--- config.mk ---
export PLATFORM = sky130hd
export DESIGN_NAME = qbus_ram_bridge
export DESIGN_NICKNAME = d
export VERILOG_FILES = /design/src/rtl/vm1801_bus_pkg.sv /design/src/rtl/bus_win_decode.sv /design/src/rtl/qbus_ram_bridge.sv
export SDC_FILE = /design/constraint.sdc
export NUM_CORES = 1
export LEC_CHECK = 0
export ABC_AREA = 0
export CORE_MARGIN = 2
export CORE_UTILIZATION = 46
export CTS_BUF_LIST = sky130_fd_sc_hd__clkbuf_2 sky130_fd_sc_hd__clkbuf_4 sky130_fd_sc_hd__clkbuf_8
export DETAILED_ROUTE_END_ITERATION = 7
export HOLD_SLACK_MARGIN = 0.15
export PLACE_DENSITY = 0.94
export SLEW_MARGIN = 20
export SYNTH_ARGS = -nofsm -noshare
export SYNTH_HDL_FRONTEND = slang
export SYNTH_SLANG_ARGS = --single-unit
--- constraint.sdc ---
create_clock -name CLK -period 1.9 [get_ports CLK]
set_input_delay 0.38 -clock CLK [delete_from_list [all_inputs] [get_ports CLK]]
set_output_delay 0.38 -clock CLK [all_outputs]
set_load 0.02 [all_outputs]
--- src/rtl/vm1801_bus_pkg.sv ---
// Shared definitions for the vm1801mini bus slaves.
//   bus_state_e : bridge FSM states
//   WIN_BITS    : log2 of the decoded window size in bytes (2 KB)
//   SEL_*       : RAM byte-lane select encodings (bit 0 = low byte)
package vm1801_bus_pkg;

  typedef enum logic [2:0] {
    StIdle,
    StAddr,
    StRdWait,
    StRdAck,
    StWr,
    StWrAck
  } bus_state_e;

  localparam int unsigned WIN_BITS = 11;

  localparam logic [1:0] SEL_LO   = 2'b01;
  localparam logic [1:0] SEL_HI   = 2'b10;
  localparam logic [1:0] SEL_WORD = 2'b11;

endpackage

--- src/rtl/bus_win_decode.sv ---
// Combinational window decoder: compares the address tag (bits above the
// window) with the tag of the BASE parameter.
//   tag_i : AD[15:WIN_BITS] from the address phase
//   hit_o : 1 when the address falls inside the window
module bus_win_decode
  import vm1801_bus_pkg::*;
#(
  parameter logic [15:0] BASE = 16'o000000
) (
  input  logic [15-WIN_BITS:0] tag_i,
  output logic                 hit_o
);

  assign hit_o = (tag_i == BASE[15:WIN_BITS]);

endmodule

--- src/rtl/qbus_ram_bridge.sv ---
// Bus-slave bridge between the multiplexed processor bus and a 1Kx16
// synchronous block RAM. Runs the SYNC/DIN/DOUT/RPLY handshake and turns
// each data phase into one RAM read or one byte-masked RAM write.
//   CLK, RST_N          : clock, async active-low reset
//   AD_IN               : address (address phase) / write data (data phase)
//   SYNC, DIN, DOUT     : bus cycle, read request, write data valid
//   WTBT                : byte write qualifier for DOUT
//   AD_OUT, AD_OE       : registered read data and its drive enable
//   RPLY, HIT           : slave reply, latched window match
//   RAM_ADDR/SEL/DI/WR  : RAM word address, byte lanes, write data, strobe
//   RAM_DO              : RAM read data (one clock after the address)
module qbus_ram_bridge
  import vm1801_bus_pkg::*;
#(
  parameter logic [15:0] BASE = 16'o000000
) (
  input  logic        CLK,
  input  logic        RST_N,
  input  logic [15:0] AD_IN,
  input  logic        SYNC,
  input  logic        DIN,
  input  logic        DOUT,
  input  logic        WTBT,
  output logic [15:0] AD_OUT,
  output logic        AD_OE,
  output logic        RPLY,
  output logic        HIT,
  output logic [9:0]  RAM_ADDR,
  output logic [1:0]  RAM_SEL,
  output logic [15:0] RAM_DI,
  output logic        RAM_WR,
  input  logic [15:0] RAM_DO
);

  bus_state_e  state_q, state_d;
  logic        armed_q, armed_d;
  logic        a0_q, a0_d;
  logic [15:0] ad_out_q, ad_out_d;
  logic        ad_oe_q, ad_oe_d;
  logic        rply_q, rply_d;
  logic        hit_q, hit_d;
  logic [9:0]  ram_addr_q, ram_addr_d;
  logic [1:0]  ram_sel_q, ram_sel_d;
  logic [15:0] ram_di_q, ram_di_d;
  logic        ram_wr_q, ram_wr_d;

  logic win_hit;

  bus_win_decode #(
    .BASE (BASE)
  ) u_win_decode (
    .tag_i (AD_IN[15:WIN_BITS]),
    .hit_o (win_hit)
  );

  always_comb begin
    state_d    = state_q;
    // A new cycle may only start once SYNC has been seen low since reset,
    // so a SYNC still asserted across reset release is ignored.
    armed_d    = armed_q | ~SYNC;
    a0_d       = a0_q;
    ad_out_d   = ad_out_q;
    ad_oe_d    = ad_oe_q;
    rply_d     = rply_q;
    hit_d      = hit_q;
    ram_addr_d = ram_addr_q;
    ram_sel_d  = ram_sel_q;
    ram_di_d   = ram_di_q;
    ram_wr_d   = ram_wr_q;

    if (state_q != StIdle && !SYNC) begin
      // Bus cycle ended or aborted; a write already strobed stays done.
      state_d   = StIdle;
      rply_d    = 1'b0;
      ad_oe_d   = 1'b0;
      hit_d     = 1'b0;
      ram_wr_d  = 1'b0;
      ram_sel_d = '0;
    end else begin
      case (state_q)
        StIdle: begin
          if (SYNC && armed_q) begin
            a0_d       = AD_IN[0];
            ram_addr_d = AD_IN[WIN_BITS-1:1];
            hit_d      = win_hit;
            state_d    = StAddr;
          end
        end
        StAddr: begin
          // On a miss stay here silently; the master times out.
          if (hit_q) begin
            if (DIN) begin
              state_d = StRdWait;
            end else if (DOUT) begin
              ram_di_d  = AD_IN;
              ram_sel_d = WTBT ? (a0_q ? SEL_HI : SEL_LO) : SEL_WORD;
              ram_wr_d  = 1'b1;
              state_d   = StWr;
            end
          end
        end
        StRdWait: begin
          ad_out_d = RAM_DO;
          ad_oe_d  = 1'b1;
          rply_d   = 1'b1;
          state_d  = StRdAck;
        end
        StRdAck: begin
          // Back to StAddr rather than idle so a DATIO write can follow.
          if (!DIN) begin
            rply_d  = 1'b0;
            ad_oe_d = 1'b0;
            state_d = StAddr;
          end
        end
        StWr: begin
          ram_wr_d = 1'b0;
          rply_d   = 1'b1;
          state_d  = StWrAck;
        end
        StWrAck: begin
          if (!DOUT) begin
            rply_d    = 1'b0;
            ram_sel_d = '0;
            state_d   = StAddr;
          end
        end
        default: state_d = StIdle;
      endcase
    end
  end

  always_ff @(posedge CLK or negedge RST_N) begin
    if (!RST_N) begin
      state_q    <= StIdle;
      armed_q    <= 1'b0;
      a0_q       <= 1'b0;
      ad_out_q   <= '0;
      ad_oe_q    <= 1'b0;
      rply_q     <= 1'b0;
      hit_q      <= 1'b0;
      ram_addr_q <= '0;
      ram_sel_q  <= '0;
      ram_di_q   <= '0;
      ram_wr_q   <= 1'b0;
    end else begin
      state_q    <= state_d;
      armed_q    <= armed_d;
      a0_q       <= a0_d;
      ad_out_q   <= ad_out_d;
      ad_oe_q    <= ad_oe_d;
      rply_q     <= rply_d;
      hit_q      <= hit_d;
      ram_addr_q <= ram_addr_d;
      ram_sel_q  <= ram_sel_d;
      ram_di_q   <= ram_di_d;
      ram_wr_q   <= ram_wr_d;
    end
  end

  assign AD_OUT   = ad_out_q;
  assign AD_OE    = ad_oe_q;
  assign RPLY     = rply_q;
  assign HIT      = hit_q;
  assign RAM_ADDR = ram_addr_q;
  assign RAM_SEL  = ram_sel_q;
  assign RAM_DI   = ram_di_q;
  assign RAM_WR   = ram_wr_q;

endmodule

==> flow_results.org, run 1 <==
** Timing
- Slew headroom :: 61.3%
- Derived from the worst setup path, the maximum achievable clock frequency is 567 MHz.
- Worst-margin pin slew :: 0.580 ns
- Part of the cycle the worst path needs :: 92.8%
- RSZ-0062 raised after global routing :: false
- Setup violations remaining at the end of the flow were counted as 0.
- The worst path meets setup with 0.137 ns of slack.
- The count of pins over their slew limit came to 0.
- Fin Clk Skew :: 0.00540 ns
- The final-report hold violation count was 0.
- The worst path in the final design needs a cycle of 1.76 ns, including I/O delays and setup.

** Place
- OpenSTA, run right after detailed placement, puts the worst setup slack at -0.0889 ns.
- Number of port buffers :: 85
- Post-detailed-placement half-perimeter wirelength :: 4.00 mm
- At the end of routability-driven placement, the weighted congestion stood at 0.937.
- After detailed placement, the total cell area comes to 3340 sq um.

** GRT
- Global routing used 18.9% of the available tracks.
- The number of antenna violations at the first check in global routing was 0.
- The first global-routing pass estimated 8.11 mm of wire.
- Entering global routing, the biggest net connects 30 pins.
- Remaining Overflow, GRT :: 0
- The via count of the first global-routing pass is 1,718.

** Route
- After detailed routing, the number of remaining DRC violations is 0.
- Initial detailed-routing violation count :: 70
- Detailed-router iteration count before antenna repair :: 4
- Detailed-route wire length :: 5.21 mm
- Once detail routing completed, the nets flagged for antenna violations numbered 0.
- In the final routed layout, each cell accounts on average for 15.6 um.
- Routed via count divided by cell count :: 4.99
- The routed layout has 1,673 vias.

** Critical path
- Walking the worst path, the cells encountered are clkdlybuf4s50_1.
- In this run the register-to-register setup slack is 0.21 ns.
- Slowest-stage cell, CP :: clkdlybuf4s50_1
- Together, buffers and inverters on the worst path number 1.
- Reg2Reg Capture Point :: RAM_DI[2]
- The worst setup path is captured at a primary output.
- By startpoint and endpoint, the worst setup path is classified as reg -> out.
- On the critical path the largest part of the delay comes from buffers and inverters.
- Depth of the most critical reg-to-reg path :: 4
- For the worst setup path, the data required time is 1.52 ns.
- Arrival time worst endpoint :: 1.38 ns
- The startpoint identified for the worst register-to-register timing path is state_q[0].
- Setup crit start kind :: register
- Biggest fanout along the worst timing path :: 5
- Slowest stage delay, CP :: 0.64 ns

** Final layout
- Number of nets in the layout :: 305
- Post-route cell area :: 3440 sq um
- Counting the fill cells in the layout gives 351.
- Area added between synthesis and finish :: 47.8%
- The number of antenna diodes in the final layout is 0.
- The library cell used most frequently in the layout, excluding fill and tap cells, is clkdlybuf4s50_1.
- In the final layout, the share of cells above drive strength 1 is 27.6%.
- The library cells used most frequently in the layout, excluding fill and tap cells, are 84 x clkdlybuf4s50_1, 53 x dfrtp_1, 33 x mux2_2.

** Pwr
- Fraction of power consumed by combinational cells :: 46.9%
- Fraction of power consumed by the clock network :: 14.3%
- Sequential cells burn 38.8% of the power.
- PD cells :: 1300 nW/um^2
- IR analysis of the VDD net gives a maximum drop of 0.000729 V.
- Switching part of the total :: 34.9%
- The internal portion of the total power is 2910 uW.
- The analysis attributes to net switching a power of 1560 uW.
- Leakage component of the power :: 0.00151 uW

** Yosys
- Summing the areas of all compound-gate instances in the mapped netlist gives 6.82% of the synthesized area.
- Share of the yosys chip area belonging to registers :: 56.9%
- The number of nets in the synthesized netlist is 205.
- Of the post-synthesis cell area, the dominant cell type holds 56.9%.
- Top cell type by total area after synthesis :: dfrtp_1
- By area, the combinational part of the netlist is dominated by multiplexers.
- Main area contributors after synthesis :: dfrtp_1 57%, mux2_2 16%, mux2_4 6.4%
- Area share of xor/xnor cells in the synthesized design :: 0.376%
- Summing the areas of all fa, ha and maj instances in the mapped netlist gives 0% of the synthesized area.
- The synthesized netlist occupies a cell area of 2330 sq um.
- The Yosys step of the flow raised 0 warnings.
- After synthesis, the netlist uses 34 different library cells.
- In this run the mean area of a mapped cell was 14.0 sq um.
- Synthesized instance count :: 167
- Multiplexer fraction of the synthesized cell area :: 22.8%
- Flops & latches, synth :: 53
- Simple logic cell fraction of the synthesized area :: 10.6%

** Clocking
- Clock sinks :: 53
- CTS Root Cell :: clkbuf_8
- Clock-pin slew was measured on the worst setup and hold paths at 0.10 ns.
- In this run, CTS created clock tree buffers numbering 5.
- TritonCTS clock tree :: done
- The later pin in the worst-skew pair is clocked with a latency of 0.30 ns.
- The clock passes through at most 2 buffers.
- The H-tree was split into 2 levels.
- Cts repair resizes :: 0

** Floorplan
- The die covers 5650 sq um.
- 86 I/O pins were placed.
- For this configuration, the core starts out at a cell density of 48.4%.
- In this run the vertical extent of the chip is 75.2 um.
- Row generation in the floorplan step produced 25 rows.
- The region available for standard cell placement spans 4820 sq um.
- Chip Width :: 75.2 um

** Min path
- End of the worst hold path :: AD_OE
- The startpoint identified for the worst hold timing path is AD_OE.
- Hold Crit Depth :: 1
- Classification of the worst-slack hold path :: reg -> reg

** Status
- The flow ran to the end, and the final reports show no timing, DRC or antenna violations.

** Run
- Max_cap viols :: 0
[registers in the layout, indices dropped and copies added, names as in the netlist]
name and flops:
RAM_ADDR 10, armed_q 1, RAM_WR 1, AD_OE 1, RAM_DI 16, HIT 1
RAM_SEL 2, AD_OUT 16, state_q 3, RPLY 1, a0_q 1
[how the worst max path moves through the flow]
stage / start / end / slack, ns / cells after the start
3_5_place_dp: DIN / RAM_DI[7] / -0.09 / 5
2_1_floorplan: SYNC / RAM_DI[10] / 0.37 / 5
5_1_grt: HIT / HIT / 0.08 / 1
4_1_cts: HIT / HIT / 0.13 / 1
6_report: HIT / HIT / 0.14 / 1
3_3_place_gp: DIN / RAM_DI[5] / -0.06 / 5
[cells in the mapped netlist]
library cell and number:
or4_1 2, inv_1 3, mux2_2 33, o22ai_1 1
and4bb_2 1, nand2b_4 2, mux2i_1 1, nand3_1 3
nor2_4 1, nand2_1 5, nor4_4 1, o31ai_1 1
a21oi_1 5, nand2b_1 1, o211ai_1 4, buf_6 1
mux2_4 10, o311ai_0 1, nand3b_1 2, a211oi_1 1
a21o_1 4, nand4b_4 1, a31o_2 1, or2_1 1
buf_2 4, nor2b_1 2, dfrtp_1 53, and3b_1 1
buf_4 2, o21ai_0 7, nor3_1 3, xnor2_1 1
nor2_1 7, nand2_4 1
[area by class of cell]
cell class,count,area [sq um],area share (%)
Sequential cell,53,1330,38.5
Inverter,3,11.3,0.327
Clock inverter,2,13.8,0.400
Tap cell,67,83.8,2.43
Clock buffer,6,76.3,2.22
Multi-Input combinational cell,104,946,27.5
Timing Repair Buffer,100,986,28.6
[what timing repair did]
item | 4_1_cts | 5_1_grt
buffers inserted | 0 | 0
endpoints found under the hold margin | 24 | 0
hold buffers | 1 | 0
[metal layers]
| metal | GRT usage (%) | share of wire (%) | vias to the layer above |
|---|---|---|---|
| met5 | 0 | 0 | - |
| met1 | 24.0 | 40 | 818 |
| met2 | 32.5 | 54 | 47 |
| met4 | 6.43 | 1.2 | 0 |
| li1 | - | - | 803 |
| met3 | 3.88 | 5.3 | 5 |
[logic make-up (layout without fill, tap and decap cells)]
logic type      after synthesis  count (layout)
compound gates               25              25
flops                        53              53
buf+inv                      10             111
xor+xnor                      1               1
simple gates                 34              34
mux                          44              44
[power by group through the flow]
stage	Sequential (uW)	Combinational, uW	Clock [uW]
global placement	1730	2070	0
global route	1780	2230	710
detailed placement	1760	2120	0
floorplan	2140	692	0
finish	1730	2100	639
CTS	1740	2130	657
[per-stage QoR]
step / power, uW / util, % / hold WS [ns] / cells / TNS, ns
3_3_place_gp: 3800 / 69.4 / 0.416 / 326 / -0.853
5_1_grt: 4720 / 71.5 / 0.519 / 335 / 0
3_5_place_dp: 3870 / 69.4 / 0.415 / 326 / -1.22
6_report: 4470 / 71.5 / 0.491 / 335 / 0
2_1_floorplan: 2830 / - / 0.0844 / 167 / 0
4_1_cts: 4520 / 71.5 / 0.496 / 335 / 0
No activity file was read; power rests on OpenSTA's default activity.
==> inputs of run 2 (changes only) <==
--- a/config.mk
+++ b/config.mk
@@ -12,6 +12,7 @@
 export DETAILED_ROUTE_END_ITERATION = 7
 export HOLD_SLACK_MARGIN = 0.15
 export PLACE_DENSITY = 0.94
+export RECOVER_POWER = 50
 export SLEW_MARGIN = 20
 export SYNTH_ARGS = -nofsm -noshare
 export SYNTH_HDL_FRONTEND = slang
==> flow_results.org, run 2 (synthesis results as in run 1) <==
** Clocking
- The maximum number of buffers from clock root to sink came to 2 (unchanged).
- Setup fix buffers added after clock tree synthesis :: 0 (unchanged)
- Clock Pin Slew Worst Setup and Hold Paths :: 0.10 ns (about the same)
- The number of sinks on the clock net came to 53 (unchanged).
- Cts bufs inserted :: 5 (unchanged)
- The clock tree root driver cell is clkbuf_8 (unchanged).
- The total number of H-tree levels was 2 (unchanged).
- The count of hold-fix buffers inserted at cts was 1 (unchanged).
- TritonCTS clock tree :: done (unchanged)
- Cts repair resizes :: 0 (unchanged)
- Insertion delay of the later-clocked pin in the worst-skew pair :: 0.30 ns (about the same)

** Floorplan
- The count of standard-cell rows came to 25 (unchanged).
- Die Area :: 5650 sq um (unchanged)
- Core ar. :: 4820 sq um (unchanged)
- Chip Width :: 75.2 um (unchanged)
- Top Ports :: 86 (unchanged)
- The effective utilization at floorplan was 48.4% (unchanged).
- The die extent in y is 75.2 um (unchanged).

** Timing
- Post-layout min period :: 1.76 ns (about the same)
- Fin Clk Skew :: 0.00595 ns (was 0.00540 ns)
- Final hold vios :: 0 (unchanged)
- Setup Total Neg Slack :: 0 ns (unchanged)
- The maximum clock frequency was 567 MHz (about the same).
- The remaining max-slew budget at the tightest pin came to 59.5% (was 61.3%).
- RSZ-0062 raised after global routing :: false (unchanged)
- The fraction of the cycle the final worst path needs was 92.9% (was 92.8%).
- Final count of negative-setup-slack endpoints :: 0 (unchanged)
- Worst-margin pin slew :: 0.608 ns (was 0.580 ns)
- The final hold slack came to 0.493 ns (was 0.491 ns).
- The count of pins over their slew limit was 0 (unchanged).

** Place
- Number of port buffers :: 85 (unchanged)
- The half-perimeter wire length after detailed placement was 4.00 mm (unchanged).
- GPL Wtd Cong :: 0.937 (unchanged)
- The post-place instance area came to 3340 sq um (unchanged).

** Route
- The total wire length is 5.19 mm (was 5.21 mm).
- The detailed-route wire length per cell was 15.5 um (was 15.6 um).
- Detailed-router iteration count before antenna repair :: 4 (unchanged)
- Initial detailed-routing violation count :: 75 (was 70)
- Number of remaining DRC errors :: 0 (unchanged)
- The detail-routed via count per cell came to 4.99 (about the same).
- The number of nets with antenna violations after detailed routing came to 0 (unchanged).
- Total number of vias :: 1,672 (was 1,673)

** Pwr
- Leakage component of the power :: 0.00150 uW (was 0.00151 uW)
- Maximum vdd ir drop :: 0.000729 V (about the same)
- The power per cell area came to 1300 nW/um^2 (about the same).

** Critical path
- Slowest-stage cell, CP :: clkdlybuf4s50_1 (unchanged)
- The data required time of the worst path is 1.52 ns (about the same).
- The category of the worst setup path launch point is a register (unchanged).
- The maximum cell stage delay along the critical path was 0.64 ns (about the same).
- The number of buffers and inverters on the critical path is 1 (unchanged).
- The family of cells with the greatest summed delay on the critical path was buffers and inverters (unchanged).
- The worst setup path category is reg -> out (unchanged).
- Arrival time worst endpoint :: 1.38 ns (about the same)
- Critical path endpoint category :: primary output (unchanged)
- Critical path, cell by cell :: clkdlybuf4s50_1 (unchanged)
- The maximum net fanout on the critical path is 5 (unchanged).

** GRT
- The total routing resource utilization after global routing is 18.9% (unchanged).
- Global-route wire length before repair :: 8.11 mm (unchanged)
- The number of antenna violations at the first check in global routing was 0 (unchanged).
- Via count of the first global-routing pass :: 1,718 (unchanged)
- The maximum number of pins on one net before global-route repair came to 30 (unchanged).
- The overall overflow remaining after global route came to 0 (unchanged).

** Run
- The max-capacitance violation count came to 0 (unchanged).

** Final layout
- Area used by multi-input combinational logic :: 938 sq um (was 946 sq um)
- The final design instance area without fill came to 3410 sq um (was 3440 sq um).
- Area added between synthesis and finish :: 46.5% (was 47.8%)
- The fraction of final layout cells sized beyond drive strength 1 was 26.1% (was 27.6%).
- Layout fillers :: 354 (was 351)
- Ant diodes :: 0 (unchanged)
- The register cell area after layout is 1330 sq um (unchanged).
- Most common cell after layout, fill and taps aside :: clkdlybuf4s50_1 (unchanged)
- The utilization after layout came to 70.8% (was 71.5%).
- Most used cells in the layout excluding fill and tap cells :: 79 x clkdlybuf4s50_1, 53 x dfrtp_1, 33 x mux2_2 (was 84 x clkdlybuf4s50_1, 53 x dfrtp_1, 33 x mux2_2)
- The number of nets in the finished design came to 305 (unchanged).

** Status
- Result of the run: complete, no violations (unchanged).

** Min path
- Classification of the worst-slack hold path :: reg -> reg (unchanged)
run 2: changes by cell type in the layout (fill, tap and decap cells not counted), moves of 3 or more:
cell and change:
clkdlybuf4s50_1 -5, buf_4 -3, clkbuf_1 +3, dlygate4sd3_1 +5
run 2: report_power, final:
part / switching, uW / total (uW) / internal (uW)
clock network: 361 / 638 / 278
registers: 234 / 1730 / 1500
logic: 961 / 2060 / 1100
total: 1560 / 4440 / 2880
run 2: layer usage:
layer	routed length (um)	global-route usage, %	vias to the layer above
met5	0	0	-
met4	61	6.43	0
met3	263	3.88	5
met2	2790	32.5	45
met1	2080	24.0	818
li1	-	-	804
run 2: cell type report:
cell class | count | share of cell area, %
multi-input cells | 104 | 27.5
inverters | 3 | 0.330
clock buffers | 6 | 2.24
well taps | 67 | 2.46
flip-flops and latches | 53 | 38.9
clock inverters | 2 | 0.403
repair buffers | 100 | 28.2
run 2: path summary, 6_finish.rpt:
| path | from | to | slack (ns) | depth (start not counted) |
|---|---|---|---|---|
| worst max-delay path | HIT | HIT | 0.14 | 1 |
| worst min-delay path | AD_OE | AD_OE | 0.49 | 1 |
| worst max register to register | state_q[2] | RAM_ADDR[2] | 0.15 | 4 |
| worst min register to register | AD_OE | AD_OE | 0.49 | 1 |
| max in group asynchronous | RST_N | AD_OUT[3] | 0.39 | 3 |
| min in group asynchronous | RST_N | RAM_ADDR[7] | 0.62 | 2 |
run 2: through the flow:
stage	cells	total power, uW	setup slack (ns)
6_report	335	4440	0.135
2_1_floorplan	167	2830	0.368
5_1_grt	335	4690	0.0531
4_1_cts	335	4520	0.131
3_3_place_gp	326	3800	-0.0616
3_5_place_dp	326	3870	-0.0889
==> inputs of run 3 (changes only) <==
--- a/config.mk
+++ b/config.mk
@@ -13,7 +13,6 @@
 export HOLD_SLACK_MARGIN = 0.15
 export PLACE_DENSITY = 0.94
 export RECOVER_POWER = 50
-export SLEW_MARGIN = 20
 export SYNTH_ARGS = -nofsm -noshare
 export SYNTH_HDL_FRONTEND = slang
 export SYNTH_SLANG_ARGS = --single-unit
==> results of run 3 <==
Final layout, timing and power as in run 2 (identical DEF).
